<file path="src/rtl/spi_ram_defs.sv">
// Shared command and state definitions for the SPI RAM controller and the SPI slave.
package spi_ram_defs;

    localparam int unsigned CMD_W  = 2;
    localparam int unsigned DATA_W = 8;
    localparam int unsigned WORD_W = CMD_W + DATA_W;

    typedef enum logic [CMD_W-1:0] {
        CMD_WR_ADDR = 2'b00,
        CMD_WR_DATA = 2'b01,
        CMD_RD_ADDR = 2'b10,
        CMD_RD_DATA = 2'b11
    } cmd_e;

    typedef enum logic {
        IDLE = 1'b0,
        HOLD = 1'b1
    } state_e;

endpackage

</file>
<file path="src/rtl/spi_ram_mem.sv">
// Single-port synchronous RAM with registered, enable-gated read data.
module spi_ram_mem
    import spi_ram_defs::*;
#(
    parameter int unsigned DEPTH  = 256,
    parameter int unsigned ADDR_W = 8
) (
    input  logic              clk,
    input  logic              rst_n,
    input  logic              we,
    input  logic              re,
    input  logic [ADDR_W-1:0] addr,
    input  logic [DATA_W-1:0] wdata,
    output logic [DATA_W-1:0] rdata
);

    logic [DATA_W-1:0] mem [DEPTH];

    // Array has no reset so it maps onto a plain RAM macro.
    always_ff @(posedge clk) begin
        if (we) begin
            mem[addr] <= wdata;
        end
    end

    // Read register only loads on re, so it holds the word while it is serialised.
    always_ff @(posedge clk) begin
        if (!rst_n) begin
            rdata <= '0;
        end else if (re) begin
            rdata <= mem[addr];
        end
    end

endmodule

</file>
<file path="src/rtl/spi_ram_ctrl.sv">
// Command decoder, address registers and read-hold FSM in front of the SPI RAM.
module spi_ram_ctrl
    import spi_ram_defs::*;
#(
    parameter int unsigned MEM_DEPTH = 256,
    parameter int unsigned ADDR_SIZE = 8,
    parameter int unsigned TX_HOLD   = 10,
    parameter int unsigned AUTO_INC  = 0
) (
    input  logic              clk,
    input  logic              rst_n,
    input  logic [WORD_W-1:0] din,
    input  logic              rx_valid,
    output logic [DATA_W-1:0] dout,
    output logic              tx_valid,
    output logic              seq_err
);

    localparam int unsigned CNT_W = (TX_HOLD > 1) ? $clog2(TX_HOLD) : 1;

    cmd_e              cmd;
    logic [DATA_W-1:0] payload;

    logic [ADDR_SIZE-1:0] wr_addr;
    logic [ADDR_SIZE-1:0] rd_addr;
    logic                 wr_ok;
    logic                 rd_ok;

    state_e            state_q, state_d;
    logic [CNT_W-1:0]  hold_cnt_q, hold_cnt_d;
    logic              tx_valid_d;

    logic                 wr_accept;
    logic                 rd_accept;
    logic                 seq_fault;
    logic                 ram_we;
    logic                 ram_re;
    logic [ADDR_SIZE-1:0] ram_addr;

    assign cmd     = cmd_e'(din[WORD_W-1:DATA_W]);
    assign payload = din[DATA_W-1:0];

    assign wr_accept = rx_valid && (cmd == CMD_WR_DATA) && wr_ok;
    assign rd_accept = rx_valid && (cmd == CMD_RD_DATA) && rd_ok && (state_q == IDLE);
    assign seq_fault = rx_valid &&
                       (((cmd == CMD_WR_DATA) && !wr_ok) ||
                        ((cmd == CMD_RD_DATA) && (!rd_ok || (state_q == HOLD))));

    // Reset discards any command arriving in the same cycle, RAM write included.
    assign ram_we   = rst_n && wr_accept;
    assign ram_re   = rst_n && rd_accept;
    assign ram_addr = (cmd == CMD_WR_DATA) ? wr_addr : rd_addr;

    spi_ram_mem #(
        .DEPTH  (MEM_DEPTH),
        .ADDR_W (ADDR_SIZE)
    ) u_mem (
        .clk   (clk),
        .rst_n (rst_n),
        .we    (ram_we),
        .re    (ram_re),
        .addr  (ram_addr),
        .wdata (payload),
        .rdata (dout)
    );

    always_ff @(posedge clk) begin
        if (!rst_n) begin
            wr_addr <= '0;
            rd_addr <= '0;
            wr_ok   <= 1'b0;
            rd_ok   <= 1'b0;
            seq_err <= 1'b0;
        end else begin
            if (rx_valid) begin
                case (cmd)
                    CMD_WR_ADDR: begin
                        wr_addr <= din[ADDR_SIZE-1:0];
                        wr_ok   <= 1'b1;
                    end
                    CMD_WR_DATA: begin
                        if (wr_ok && (AUTO_INC != 0)) begin
                            wr_addr <= wr_addr + ADDR_SIZE'(1);
                        end
                    end
                    CMD_RD_ADDR: begin
                        rd_addr <= din[ADDR_SIZE-1:0];
                        rd_ok   <= 1'b1;
                    end
                    CMD_RD_DATA: begin
                        if (rd_accept && (AUTO_INC != 0)) begin
                            rd_addr <= rd_addr + ADDR_SIZE'(1);
                        end
                    end
                    default: ;
                endcase
            end
            if (seq_fault) begin
                seq_err <= 1'b1;
            end
        end
    end

    always_ff @(posedge clk) begin
        if (!rst_n) begin
            state_q    <= IDLE;
            hold_cnt_q <= '0;
            tx_valid   <= 1'b0;
        end else begin
            state_q    <= state_d;
            hold_cnt_q <= hold_cnt_d;
            tx_valid   <= tx_valid_d;
        end
    end

    // Counter loads TX_HOLD-1 and releases at zero, giving exactly TX_HOLD valid cycles.
    always_comb begin
        state_d    = state_q;
        hold_cnt_d = hold_cnt_q;
        tx_valid_d = tx_valid;
        case (state_q)
            IDLE: begin
                if (rd_accept) begin
                    state_d    = HOLD;
                    hold_cnt_d = CNT_W'(TX_HOLD - 1);
                    tx_valid_d = 1'b1;
                end
            end
            HOLD: begin
                if (hold_cnt_q == '0) begin
                    state_d    = IDLE;
                    tx_valid_d = 1'b0;
                end else begin
                    hold_cnt_d = hold_cnt_q - CNT_W'(1);
                end
            end
            default: begin
                state_d    = IDLE;
                tx_valid_d = 1'b0;
            end
        endcase
    end

endmodule
</file>
<file path="config.mk">
export PLATFORM = sky130hd
export DESIGN_NAME = spi_ram_ctrl
export DESIGN_NICKNAME = d
export VERILOG_FILES = /design/src/rtl/spi_ram_defs.sv /design/src/rtl/spi_ram_mem.sv /design/src/rtl/spi_ram_ctrl.sv
export SDC_FILE = /design/constraint.sdc
export NUM_CORES = 2
export LEC_CHECK = 0
export CORE_MARGIN = 10
export CORE_UTILIZATION = 25
export DETAILED_ROUTE_END_ITERATION = 10
export PLACE_DENSITY = 0.52
export SETUP_SLACK_MARGIN = 0.3
export SLEW_MARGIN = 15
export SYNTH_ARGS = -nofsm -noshare
export SYNTH_HDL_FRONTEND = slang
export SYNTH_HIERARCHICAL = 1
export SYNTH_SLANG_ARGS = --single-unit
</file>
<file path="constraint.sdc">
create_clock -name clk -period 3.8 [get_ports clk]
set_input_delay 0.76 -clock clk [delete_from_list [all_inputs] [get_ports clk]]
set_output_delay 0.76 -clock clk [all_outputs]
set_load 0.1 [all_outputs]
</file>
==> flow_results.xml <==
<?xml version="1.0" encoding="UTF-8"?>
<metrics>
  <group name="synthesis">
    <metric name="synth_area_leaders" unit="">sky130_fd_sc_hd__edfxtp_1 (77%), sky130_fd_sc_hd__mux4_2 (13%), sky130_fd_sc_hd__nor2_1 (1.3%)</metric>
    <metric name="synth.largest_area_cell" unit="">sky130_fd_sc_hd__edfxtp_1</metric>
    <metric name="synthArstFlopShare" unit="%">0</metric>
    <metric name="synth_area" unit="µm²">80340</metric>
    <metric name="number_of_flops_mapped_to_enable_cells_by_yosys" unit="">2048</metric>
    <metric name="yosys_warnings" unit="">6</metric>
    <metric name="post_synthesis_net_count" unit="">3800</metric>
    <metric name="synth.cells.most_frequent" unit="">sky130_fd_sc_hd__edfxtp_1 (2048), sky130_fd_sc_hd__mux4_2 (481), sky130_fd_sc_hd__nor2_1 (274)</metric>
    <metric name="postSynthCellCount" unit="">3785</metric>
    <metric name="yosys_reg_bits" unit="">2081</metric>
    <metric name="yosys.cell_count.top_type" unit="">sky130_fd_sc_hd__edfxtp_1</metric>
    <metric name="yosysTopAreaCellShare" unit="%">76.54</metric>
    <metric name="synth_sequential_area_ratio" unit="%">77.37</metric>
    <metric name="syn_avg_cell_area" unit="µm²">21.23</metric>
    <metric name="dominantRegCellSynth" unit="">sky130_fd_sc_hd__edfxtp_1</metric>
    <metric name="synth.distinct_cells" unit="">62</metric>
  </group>
  <group name="sta">
    <metric name="worst_margin_slew" unit="ps">999.9</metric>
    <metric name="timing.final.setup_violations" unit="">0</metric>
    <metric name="grt_setup_unrepaired" unit="">false</metric>
    <metric name="period_utilization_post_route" unit="%">91.11</metric>
    <metric name="final_hold_viol_count" unit="">0</metric>
    <metric name="worst_hold_slack" unit="ps">390.0</metric>
    <metric name="post-route-min-period" unit="ps">3462</metric>
    <metric name="skew" unit="ps">42.97</metric>
    <metric name="drv_slew" unit="">0</metric>
    <metric name="maxSlewHeadroom" unit="%">33.34</metric>
    <metric name="final.setup.tns" unit="ps">0</metric>
    <metric name="fmax" unit="GHz">0.2888</metric>
  </group>
  <group name="floorplan">
    <metric name="die_x" unit="µm">586.9</metric>
    <metric name="num_rows" unit="">208</metric>
    <metric name="design.portCount" unit="">23</metric>
    <metric name="core-area" unit="µm²">320600</metric>
    <metric name="die_y" unit="µm">586.9</metric>
    <metric name="die_area" unit="µm²">344500</metric>
    <metric name="start_util" unit="%">25.06</metric>
  </group>
  <group name="worst_hold_path">
    <metric name="hp-class" unit="">in -&gt; reg</metric>
  </group>
  <group name="power_and_ir_drop">
    <metric name="power" unit="mW">48.63</metric>
    <metric name="static-leakage-power" unit="nW">31.10</metric>
    <metric name="power_per_cell_area" unit="nW/µm²">486.5</metric>
    <metric name="vdd_ir_drop_max" unit="mV">0.4719</metric>
  </group>
  <group name="grt">
    <metric name="gr-total-overflow" unit="">0</metric>
    <metric name="grt_pass1_wl" unit="µm">325000</metric>
    <metric name="antenna_violations_before_repair" unit="">8</metric>
    <metric name="number_of_global_route_vias_before_repair" unit="">42850</metric>
    <metric name="grt.met3_usage" unit="%">2.230</metric>
    <metric name="grt_busiest_layer" unit="">met2</metric>
    <metric name="globalRouteMet2Util" unit="%">20.72</metric>
    <metric name="grtUsageMet1" unit="%">17.60</metric>
    <metric name="grt_usage" unit="%">12.81</metric>
    <metric name="grt_max_degree" unit="">116</metric>
  </group>
  <group name="finish">
    <metric name="fin_nets" unit="">4624</metric>
    <metric name="post_layout_nonfiller_instances" unit="">9099</metric>
    <metric name="layout.core_utilization" unit="%">31.17</metric>
    <metric name="layout-area-overhead-vs-synth" unit="%">24.39</metric>
    <metric name="n_fill_cell" unit="">30920</metric>
    <metric name="final_antenna_diode_count" unit="">0</metric>
    <metric name="final_layout_size_suffix_gt1_share" unit="%">36.38</metric>
  </group>
  <group name="clock_network">
    <metric name="cts_buffers" unit="">212</metric>
    <metric name="cts_hold_buf" unit="">0</metric>
    <metric name="cts_root_buffer" unit="">sky130_fd_sc_hd__clkbuf_16</metric>
    <metric name="worst_skew_pair.late_latency" unit="ps">860</metric>
    <metric name="tritoncts" unit="">yes</metric>
    <metric name="clock_tree.buffer_depth" unit="">3</metric>
    <metric name="worst_setup_hold_path_clk_slew" unit="ps">60</metric>
    <metric name="cts_htree_levels" unit="">4</metric>
    <metric name="tritoncts_num_sinks" unit="">2081</metric>
  </group>
  <group name="placement">
    <metric name="gp_congestion" unit="">0.8197</metric>
    <metric name="numPortBuffers" unit="">22</metric>
    <metric name="detailedPlacementHpwl" unit="µm">149700</metric>
    <metric name="post-place-cells" unit="">8677</metric>
  </group>
  <group name="setup_path">
    <metric name="worst_setup_path_start_kind" unit="">flop</metric>
    <metric name="timing.critical_path.fanout_max" unit="">16</metric>
    <metric name="critical_path_arrival" unit="ps">4200</metric>
    <metric name="worst_ep_required_time" unit="ps">4540</metric>
    <metric name="critPathCaptureType" unit="">flop</metric>
    <metric name="critPathKind" unit="">reg -&gt; reg</metric>
  </group>
  <group name="drt">
    <metric name="routed_wire_length_per_instance" unit="µm">25.18</metric>
    <metric name="dr.pass1.iters" unit="">7</metric>
    <metric name="drt-initial-drc-count" unit="">4477</metric>
    <metric name="antenna_violating_nets_post_route" unit="">0</metric>
    <metric name="routed-via-count" unit="">41880</metric>
    <metric name="route.detailed.drc" unit="">0</metric>
    <metric name="drt_wl_total" unit="µm">229200</metric>
    <metric name="viasPerCell" unit="">4.602</metric>
  </group>
  <group name="run_status">
    <metric name="outcome" unit="">completed</metric>
  </group>
  <group name="flow_run">
    <metric name="drv_cap" unit="">0</metric>
  </group>
</metrics>
## sequential cells by signal (all words and copies together) (netlist names)
register and cells:
hold_cnt_q 4, u_mem/rdata 8, tx_valid 1, seq_err 1, u_mem/mem 2048, wr_ok 1
rd_ok 1, state_q 1, wr_addr 8, rd_addr 8
## repair_timing
item                                    CTS  global route
pin swaps                                 7            10
resized for setup                        36            36
buffers inserted                          1            16
endpoints found under the setup margin  142             8
gates cloned                              1             5
endpoints found under the hold margin     0             0
## cells by family after synthesis
kind of cell | after synthesis | synth area share [%]
mux | 593 | 15.04
flops | 2081 | 77.37
compound gates | 348 | 3.018
buf+inv | 240 | 1.634
fa+ha+maj | 2 | 0.03114
simple gates | 521 | 2.909
## cells in the final DEF, fill, tap and decap left out, types with 29 or more instances in the layout
master,Yosys,final
sky130_fd_sc_hd__mux4_2,481,481
sky130_fd_sc_hd__clkbuf_1,101,42
sky130_fd_sc_hd__bufinv_16,0,29
sky130_fd_sc_hd__clkinv_1,1,46
sky130_fd_sc_hd__nor3_1,65,51
sky130_fd_sc_hd__nand3_1,38,35
sky130_fd_sc_hd__nor2_1,274,256
sky130_fd_sc_hd__clkbuf_16,0,219
sky130_fd_sc_hd__mux2i_1,79,77
sky130_fd_sc_hd__dfxtp_1,33,33
sky130_fd_sc_hd__nand2_1,62,62
sky130_fd_sc_hd__edfxtp_1,2048,2048
sky130_fd_sc_hd__a22oi_1,78,67
sky130_fd_sc_hd__buf_4,31,709
sky130_fd_sc_hd__o21ai_0,36,33
sky130_fd_sc_hd__buf_12,2,97
sky130_fd_sc_hd__clkinv_2,0,44
sky130_fd_sc_hd__o22ai_1,95,89
## metrics by stage
stage	area, µm²	setup WS [ps]
2_1_floorplan	80490	102.1
3_3_place_gp	92180	-1123
3_5_place_dp	92180	-1116
4_1_cts	99510	212.9
5_1_grt	99940	335.4
6_report	99940	337.7
## worst paths after layout
path,startpoint,to,slack (ps),cells after the start
hold reg to reg,rd_ok$_SDFFE_PN0P_,rd_ok$_SDFFE_PN0P_,460,2
setup reg to reg,wr_addr[0]$_SDFFE_PN0P_,u_mem/rdata[1]$_SDFFE_PN0P_,340,8
setup / recovery,wr_addr[0]$_SDFFE_PN0P_,u_mem/rdata[1]$_SDFFE_PN0P_,340,8
hold / removal,din[0],u_mem/mem[207][0]$_DFFE_PP_,390,1
## cell type report
| class | count | area [µm²] | area share, % |
|---|---|---|---|
| tap | 4305 | 5386 | 5.390 |
| multi-input combinational | 1465 | 17350 | 17.36 |
| inverter | 10 | 37.54 | 0.03756 |
| clock inverter | 139 | 1559 | 1.560 |
| sequential | 2081 | 62160 | 62.20 |
| clock buffer | 260 | 5568 | 5.571 |
| timing repair buffer | 839 | 7881 | 7.886 |
## routing by layer
metal | vias up | wire (µm)
met5 | - | 0
met4 | 0 | 7073
met3 | 323 | 14480
met2 | 1403 | 109500
met1 | 22560 | 98080
li1 | 17590 | -
## where the power goes
group	internal, mW	switching, mW	total, mW
clock	12.4	8.90	21.3
sequential	25.2	0.0114	25.2
combinational	0.816	1.30	2.11
## critical path: stages, from the launching register on
cell                       delay [ps]
sky130_fd_sc_hd__dfxtp_1          540
sky130_fd_sc_hd__mux2_4           420
sky130_fd_sc_hd__buf_12           220
sky130_fd_sc_hd__mux4_2           510
sky130_fd_sc_hd__o22ai_1          280
sky130_fd_sc_hd__o21ai_0          250
sky130_fd_sc_hd__a221oi_1         730
sky130_fd_sc_hd__nor3_1           110
sky130_fd_sc_hd__o221a_2          260
(Power assumes the default switching activity.)
